===== config.mk =====
export PLATFORM = sky130hd
export DESIGN_NAME = code_loader_flat
export DESIGN_NICKNAME = d
export VERILOG_FILES = /design/src/rtl/code_loader_if.sv /design/src/rtl/code_loader.sv /design/src/flat_wrapper.sv
export SDC_FILE = /design/constraint.sdc
export NUM_CORES = 1
export LEC_CHECK = 0
export BUFFER_PORTS_ARGS = -buffer_cell sky130_fd_sc_hd__buf_2
export CAP_MARGIN = 20
export CORE_UTILIZATION = 55
export DETAILED_ROUTE_END_ITERATION = 12
export GPL_ROUTABILITY_DRIVEN = 0
export PLACE_DENSITY = 0.78
export SLEW_MARGIN = 20
export SYNTH_ARGS = -nofsm -noshare
export SYNTH_HDL_FRONTEND = slang
export SYNTH_SLANG_ARGS = --single-unit

===== constraint.sdc =====
create_clock -name clk -period 4.9 [get_ports clk]
set_clock_uncertainty 0.2 [all_clocks]
set_input_delay 0.245 -clock clk [delete_from_list [all_inputs] [get_ports clk]]
set_output_delay 0.245 -clock clk [all_outputs]
set_load 0.005 [all_outputs]

===== src/rtl/code_loader_if.sv =====
// Byte-stream input and storage write port of the code loader.
// master: stream source and storage side; slave: the loader.
interface code_loader_if #(
   parameter int code_size = 12
);
   logic                 in_valid;
   logic [7:0]           in_data;
   logic                 in_ready;
   logic                 is_write;
   logic [31:0]          write_line;
   logic [code_size-1:0] write_data;

   modport master (
      output in_valid, in_data,
      input  in_ready, is_write, write_line, write_data
   );

   modport slave (
      input  in_valid, in_data,
      output in_ready, is_write, write_line, write_data
   );
endinterface


===== src/rtl/code_loader.sv =====
// Loads a length-prefixed stream of big-endian code words into line storage.
// Define CODE_LOADER_CHECKSUM_EN to require a trailing XOR checksum byte.
module code_loader #(
   parameter int code_size     = 12,
   parameter int max_code_line = 100
) (
   input  logic         clk,
   input  logic         reset,
   input  logic         start,
   output logic         busy,
   output logic         done,
   output logic         error,
   code_loader_if.slave bus
);

   typedef enum logic [2:0] {
      IDLE,
      LEN_HI,
      LEN_LO,
      WORD_HI,
      WORD_LO,
`ifdef CODE_LOADER_CHECKSUM_EN
      CHK,
`endif
      DONE,
      ERROR
   } state_t;

   localparam logic [16:0] MAX_LINES = 17'(max_code_line + 1);

`ifdef CODE_LOADER_CHECKSUM_EN
   localparam state_t END_ST = CHK;
`else
   localparam state_t END_ST = DONE;
`endif

   state_t               state;
   state_t               state_nxt;
   logic [7:0]           len_hi;
   logic [15:0]          count;
   logic [15:0]          line_cnt;
   logic [code_size-9:0] word_hi;
   logic [15:0]          len_word;
   logic                 take;
   logic                 last_word;
`ifdef CODE_LOADER_CHECKSUM_EN
   logic [7:0]           csum;
`endif

   assign len_word  = {len_hi, bus.in_data};
   assign take      = bus.in_valid && bus.in_ready;
   assign last_word = (line_cnt + 16'd1) == count;

   // State register
   always_ff @(posedge clk or negedge reset) begin
      if (!reset) state <= IDLE;
      else        state <= state_nxt;
   end

   // Next state and state-decoded outputs
   always_comb begin
      state_nxt    = state;
      bus.in_ready = 1'b0;
      busy         = 1'b0;
      done         = 1'b0;
      error        = 1'b0;
      case (state)
         IDLE: begin
            if (start) state_nxt = LEN_HI;
         end
         DONE: begin
            done = 1'b1;
            if (start) state_nxt = LEN_HI;
         end
         ERROR: begin
            error = 1'b1;
            if (start) state_nxt = LEN_HI;
         end
         LEN_HI: begin
            bus.in_ready = 1'b1;
            busy         = 1'b1;
            if (bus.in_valid) state_nxt = LEN_LO;
         end
         LEN_LO: begin
            bus.in_ready = 1'b1;
            busy         = 1'b1;
            if (bus.in_valid) begin
               if (len_word == 16'd0)                state_nxt = END_ST;
               else if ({1'b0, len_word} > MAX_LINES) state_nxt = ERROR;
               else                                  state_nxt = WORD_HI;
            end
         end
         WORD_HI: begin
            bus.in_ready = 1'b1;
            busy         = 1'b1;
            if (bus.in_valid) state_nxt = WORD_LO;
         end
         WORD_LO: begin
            bus.in_ready = 1'b1;
            busy         = 1'b1;
            if (bus.in_valid) state_nxt = last_word ? END_ST : WORD_HI;
         end
`ifdef CODE_LOADER_CHECKSUM_EN
         CHK: begin
            bus.in_ready = 1'b1;
            busy         = 1'b1;
            if (bus.in_valid) state_nxt = (bus.in_data == csum) ? DONE : ERROR;
         end
`endif
         default: state_nxt = IDLE;
      endcase
   end

   // Byte capture, write strobe and counters
   always_ff @(posedge clk or negedge reset) begin
      if (!reset) begin
         bus.is_write   <= 1'b0;
         bus.write_line <= '0;
         bus.write_data <= '0;
         len_hi         <= '0;
         count          <= '0;
         line_cnt       <= '0;
         word_hi        <= '0;
`ifdef CODE_LOADER_CHECKSUM_EN
         csum           <= '0;
`endif
      end else begin
         bus.is_write <= 1'b0;
         if (!busy && start) begin
            line_cnt <= '0;
            count    <= '0;
`ifdef CODE_LOADER_CHECKSUM_EN
            csum     <= '0;
`endif
         end
         if (take) begin
            case (state)
               LEN_HI:  len_hi  <= bus.in_data;
               LEN_LO:  count   <= len_word;
               WORD_HI: word_hi <= bus.in_data[code_size-9:0];
               WORD_LO: begin
                  bus.is_write   <= 1'b1;
                  bus.write_line <= {16'd0, line_cnt};
                  bus.write_data <= {word_hi, bus.in_data};
                  line_cnt       <= line_cnt + 16'd1;
               end
               default: ;
            endcase
`ifdef CODE_LOADER_CHECKSUM_EN
            // The checksum byte itself is not folded into the running XOR
            if (state != CHK) csum <= csum ^ bus.in_data;
`endif
         end
      end
   end

endmodule


===== src/flat_wrapper.sv =====
// flat-port wrapper written by rule: the top's interface ports become plain ports
module code_loader_flat 
#(
   parameter int code_size     = 12,
   parameter int max_code_line = 100
)
  (clk, reset, start, busy, done, error, bus_in_valid, bus_in_data, bus_in_ready, bus_is_write, bus_write_line, bus_write_data);
  code_loader_if #(.code_size(code_size)) bus_i ();
  input  logic clk;
  input  logic reset;
  input  logic start;
  output logic busy;
  output logic done;
  output logic error;
  input wire logic [$bits(bus_i.in_valid)-1:0] bus_in_valid;
  input wire logic [$bits(bus_i.in_data)-1:0] bus_in_data;
  output wire logic [$bits(bus_i.in_ready)-1:0] bus_in_ready;
  output wire logic [$bits(bus_i.is_write)-1:0] bus_is_write;
  output wire logic [$bits(bus_i.write_line)-1:0] bus_write_line;
  output wire logic [$bits(bus_i.write_data)-1:0] bus_write_data;
  assign bus_i.in_valid = bus_in_valid;
  assign bus_i.in_data = bus_in_data;
  assign bus_in_ready = bus_i.in_ready;
  assign bus_is_write = bus_i.is_write;
  assign bus_write_line = bus_i.write_line;
  assign bus_write_data = bus_i.write_data;
  code_loader #(.code_size(code_size), .max_code_line(max_code_line)) u_core (.clk(clk), .reset(reset), .start(start), .busy(busy), .done(done), .error(error), .bus(bus_i));
endmodule

After elaboration in Yosys (flattened, before gate mapping) --
Cells that the tools add are included.
Word-level totals: logic and storage cells 53, output and inout port bits 49, flip-flop bits (word level) 76
Operators by class: add/sub/neg operators 1, mux-type cells 20, order comparisons 1, reductions and logical operators 11, equal/unequal tests 12
Operators with widths (count):
- two-way mux 16 bit | 6
- two-way mux 3 bit | 8
- adder 16 x 1 -> 16 bit (second input constant) | 1
- == test 16 bit | 1
- greater-than comparator 16 x 7 -> 1 bit (second input constant) | 1
- zero test 16 bit | 1
- one-hot mux 3 bit (5 select lines) | 1
- == test 3 bit (second input constant) | 3
- inequality test 2 bit (second input constant) | 4
- == test 3 x 2 -> 1 bit (second input constant) | 2
- AND reduction 2 bit | 3
- two-way mux 1 bit | 5
- AND reduction 5 bit | 1
- OR reduction 4 bit | 1
- == test 3 x 1 -> 1 bit (second input constant) | 1
- zero test 3 bit | 1
- OR reduction 3 bit | 1
- logical AND 1 bit | 2
- inequality test 2 x 1 -> 1 bit (second input constant) | 1
- zero test 1 bit | 1

Depth between registers and ports, before layout --
depth in word-level cells 8, gate-level depth with buffers 7

Worst setup path after synthesis --
OpenSTA, ideal clock, no wires.
kind register -> register, from register u_core.line_cnt[0], to register u_core.state[1], stages on the path, launching flop included 8, data required time 4.582 ns, data arrival time 2.420 ns, slack 2.162 ns, path through dfrtp_1 > ha_1 > nand4_4 > or4_4 > xor2_1 > a221oi_2 > or4b_1 > a21o_1
On the way: word-level cells in the longest chain between the ends 5
RTL lines:
- start, declared | line code_loader.sv:41 | logic [15:0] line_cnt;
- start signal, assigned | line code_loader.sv:145 | line_cnt <= line_cnt + 16'd1;
- adder 16 x 1 -> 16 bit | line code_loader.sv:52 | assign last_word = (line_cnt + 16'd1) == count;
- == test 16 bit | line code_loader.sv:52
- two-way mux 3 bit (2 in series) | line code_loader.sv:101 | if (bus.in_valid) state_nxt = last_word ? END_ST : WORD_HI;
- one-hot mux 3 bit (5 select lines) | line code_loader.sv:67 | case (state)
- end signal, assigned | line code_loader.sv:57 | else state <= state_nxt;
- end, declared | line code_loader.sv:37 | state_t state;
No other way between the ends. The select of a mux whose other input is x is not followed. A chain may end at the register's enable or synchronous reset.

Worst setup path in the final report --
from register u_core.state[0], to register u_core.line_cnt[14]
On the way: word-level cells in the longest chain between the ends 8, elaborated cells on any way between the ends 12, classes of those cells 4 x eq/ne; 4 x mux; 4 x reduce/logical
RTL lines:
- == test 3 x 1 -> 1 bit, or another cell as far along | line code_loader.sv:67
- OR reduction 4 bit (no source line)
- two-way mux 1 bit | line code_loader.sv:67
- zero test 1 bit | line code_loader.sv:129 | if (!busy && start) begin
- logical AND 1 bit | line code_loader.sv:129
- two-way mux 16 bit | line code_loader.sv:129
- two-way mux 16 bit | line code_loader.sv:137 | case (state)
- two-way mux 16 bit (*) | line code_loader.sv:136 | if (take) begin
Mark *: on every way between the ends. The rest lies on a longest branch, timed or not.

==> impl_metrics.py <==
metrics = {
    "route": {
        "post_drt_wl_per_cell_um": 15.35,
        "drc_errors": 0,
        "routed_wl_mm": 7.888,
        "ant_nets": 0,
        "vias": 2865,
        "dr.pass1.iters": 4,
        "first_iter_violations": 193,
        "route.detailed.vias_per_inst": 5.574,
    },
    "floorplan": {
        "core_mm2": 0.006495,
        "rows": 29,
        "die_w_um": 85.00,
        "start_util_pct": 58.33,
        "die_h_um": 85.00,
        "io_pins": 61,
        "die_area_mm2": 0.007224,
    },
    "layout": {
        "antennaDiodeCount": 0,
        "drive_above_1_share_pct": 19.68,
        "area_growth_pct": 11.89,
        "nets": 445,
        "final_area_mm2": 0.004239,
        "fillers": 532,
    },
    "setup_path": {
        "endpoint_kind": "register",
        "critPathLaunchType": "register",
        "cpMaxStageDelayCell": "nor2_1",
        "crit_fanout": 49,
        "required_ps": 5000,
        "crit_chain": "nor2_1 > nand3_2 > buf_4 > inv_2 > nor2_1 > o21ai_0 > a21bo_2",
        "cpPeakStageDelay_ps": 860,
        "crit_path_frequent_cell": "nor2_1",
        "cp.arrival_ps": 3280,
        "critPathKind": "register to register",
    },
    "cts": {
        "root_buffer": "clkbuf_8",
        "clk-insertion-delay-late_ps": 360,
        "htreeDepth": 3,
        "clock-sinks": 76,
        "numCtsBuffers": 9,
        "post_cts_buffers": 0,
        "cts_tree": "done",
        "clk_path_buf_depth": 2,
        "clk_pin_slew_worst_paths_ps": 80,
    },
    "synthesis": {
        "synth_top_area_share_pct": 50.20,
        "synth_edf_count": 0,
        "yosys.area_share.adder_pct": 0.3303,
        "synth_cell_type_count": 55,
        "netlist_area_mm2": 0.003789,
        "yosys_most_used_dff": "dfrtp_1",
        "async_reset_ff_share_pct": 100.0,
        "synth_xor_area_share_pct": 5.317,
        "synth_top_family_by_area": "simple AND/OR/NAND/NOR gates",
        "ys_warn_count": 0,
        "ys_top_cells_by_count": "nand2_1 (96), dfrtp_1 (76), o21ai_0 (28), nor2_1 (19), buf_4 (18)",
        "post-synth-top-count-cell": "nand2_1",
        "yosys.area_share.simple_pct": 19.85,
        "ys_seq_area_share_pct": 50.20,
        "synth_compound_area_share_pct": 13.24,
        "ys_ff_latch": 76,
        "synth_top_area_cell": "dfrtp_1",
        "netlist_instances": 394,
        "postSynthAreaPerCell_um2": 9.616,
        "synth_mux_area_share_pct": 4.392,
        "synthTopCellsByArea": "dfrtp_1 (50%), nand2_1 (9.5%), a22o_1 (3.9%)",
    },
    "timing": {
        "fin_tns_setup_ps": 0,
        "rsz0062_at_grt": "no",
        "worst_slew_pin_slew_ps": 983.0,
        "slew_violations": 0,
        "min_period_ps": 3187,
        "max_freq_mhz": 313.8,
        "finalSetupViolCount": 0,
        "slew-limit-headroom_pct": 34.22,
        "period_share_pct": 65.04,
        "hold_viol_final": 0,
    },
    "grt": {
        "grt_max_degree": 77,
        "grt_overflow": 0,
        "grt_pass1_wl_mm": 13.45,
        "antenna_found_initial": 0,
        "grt_pass1_vias": 2730,
        "grt_use_total_pct": 24.06,
    },
    "pwr": {
        "irDropWorstVdd_mv": 0.3699,
        "swShare_pct": 34.85,
        "intPower_mw": 1.373,
        "pwr-share-seq_pct": 45.9,
        "clockPowerShare_pct": 23.5,
        "switchingPower_mw": 0.7346,
        "comb_power_share_pct": 30.6,
        "powerDensity_mw_per_mm2": 497.2,
        "leakage_nw": 2.087,
    },
    "placed_design": {
        "dpl_cell_area_mm2": 0.003943,
        "io_buffers": 44,
        "place_hpwl_mm": 5.117,
    },
    "run": {
        "drv_cap": 0,
    },
    "status": {
        "run_status": "finished clean",
    },
    "min_path": {
        "min_path_type": "register to register",
    },
}
==> critical path, delay by kind of cell, from the launching register on <==
kind / cells / cell delay, ps
AND/OR/NAND/NOR: 3 / 1130
buffers and inverters: 2 / 820
flip-flops: 1 / 520
AO/OA/AOI/OAI: 2 / 400
==> power by group through the flow <==
stage	Clock [mW]	Combinational, mW	Sequential (mW)
finish	0.494	0.646	0.968
global route	0.526	0.723	0.992
CTS	0.506	0.650	0.964
detailed placement	0	0.637	0.974
global placement	0	0.617	0.965
floorplan	0	0.512	0.919
==> flip-flops by register name (all words and copies together), names as in the netlist <==
register and cells:
u_core.bus.write_data 12, u_core.len_hi 8, u_core.line_cnt 16, u_core.count 16
u_core.state 3, u_core.bus.write_line 16, u_core.word_hi 4, u_core.bus.is_write 1
==> layer usage <==
metal  track usage [%]  share of wire [%]  up-vias
met5                 0                  0        -
met4             6.934               0.89        0
met3             6.226                4.8        6
met2             39.08                 49       94
met1             32.12                 45     1359
li1                  -                  -     1406
==> area by class of cell <==
cell class	count	area (µm²)	share of cell area [%]
Clock inverter	7	82.58	1.948
Tap cell	77	96.34	2.273
Sequential cell	76	1902	44.86
Multi-Input combinational cell	287	1699	40.08
Timing Repair Buffer	54	320.3	7.556
Clock buffer	9	123.9	2.922
Inverter	4	15.01	0.3542
==> final timing paths <==
kind                                                 startpoint                                    to  slack [ps]  cells past startpoint
max in group asynchronous                                 reset            u_core.count[11]$_DFF_PN0_        3540                      2
max                                 u_core.state[0]$_DFFE_PN0P_         u_core.line_cnt[14]$_DFF_PN0_        1710                      7
max reg2reg                         u_core.state[0]$_DFFE_PN0P_         u_core.line_cnt[14]$_DFF_PN0_        1710                      7
min                        u_core.bus.write_line[7]$_DFFE_PN0P_  u_core.bus.write_line[7]$_DFFE_PN0P_         270                      2
min reg2reg                u_core.bus.write_line[7]$_DFFE_PN0P_  u_core.bus.write_line[7]$_DFFE_PN0P_         270                      2
min in group asynchronous                                 reset  u_core.bus.write_line[1]$_DFFE_PN0P_         370                      2
==> logic make-up after synthesis <==
family | Yosys count
compound gates | 72
xor+xnor | 23
fa+ha+maj | 1
buf+inv | 46
flops | 76
mux | 15
other cells | 1
simple gates | 160
==> metrics by stage <==
step / hold slack [ps] / total power, mW / utilization, % / instances / setup WS, ps
CTS: 254.0 / 2.120 / 65.27 / 514 / 1700
finish: 270.7 / 2.108 / 65.27 / 514 / 1713
floorplan: -250.6 / 1.430 / - / 409 / 2162
detailed placement: 242.7 / 1.611 / 60.70 / 489 / 1735
global placement: 236.6 / 1.582 / 60.70 / 489 / 1852
global route: 297.3 / 2.241 / 65.27 / 514 / 1383
==> repair_timing <==
item | in CTS | in global routing
endpoints found under the hold margin | 89 | 0
hold buffers | 9 | 0
resized for setup | 0 | 0
==> placed cells by master (no fill, tap or decap), types with 5 or more instances in the layout <==
master         Yosys  layout
mux2_2            13      13
nand3_1            9       8
nor2_1            19      19
xor2_1            10      10
dlygate4sd3_1      0       9
clkbuf_8           0       9
a22o_1            17      17
buf_2              7      43
nand4_1            5       5
dfrtp_1           76      76
o21ai_0           28      28
a21oi_1            5       5
nor4_1             6       6
xnor2_1           13      13
conb_1             1      16
nand2_1           96      96
(Power assumes the default switching activity.)
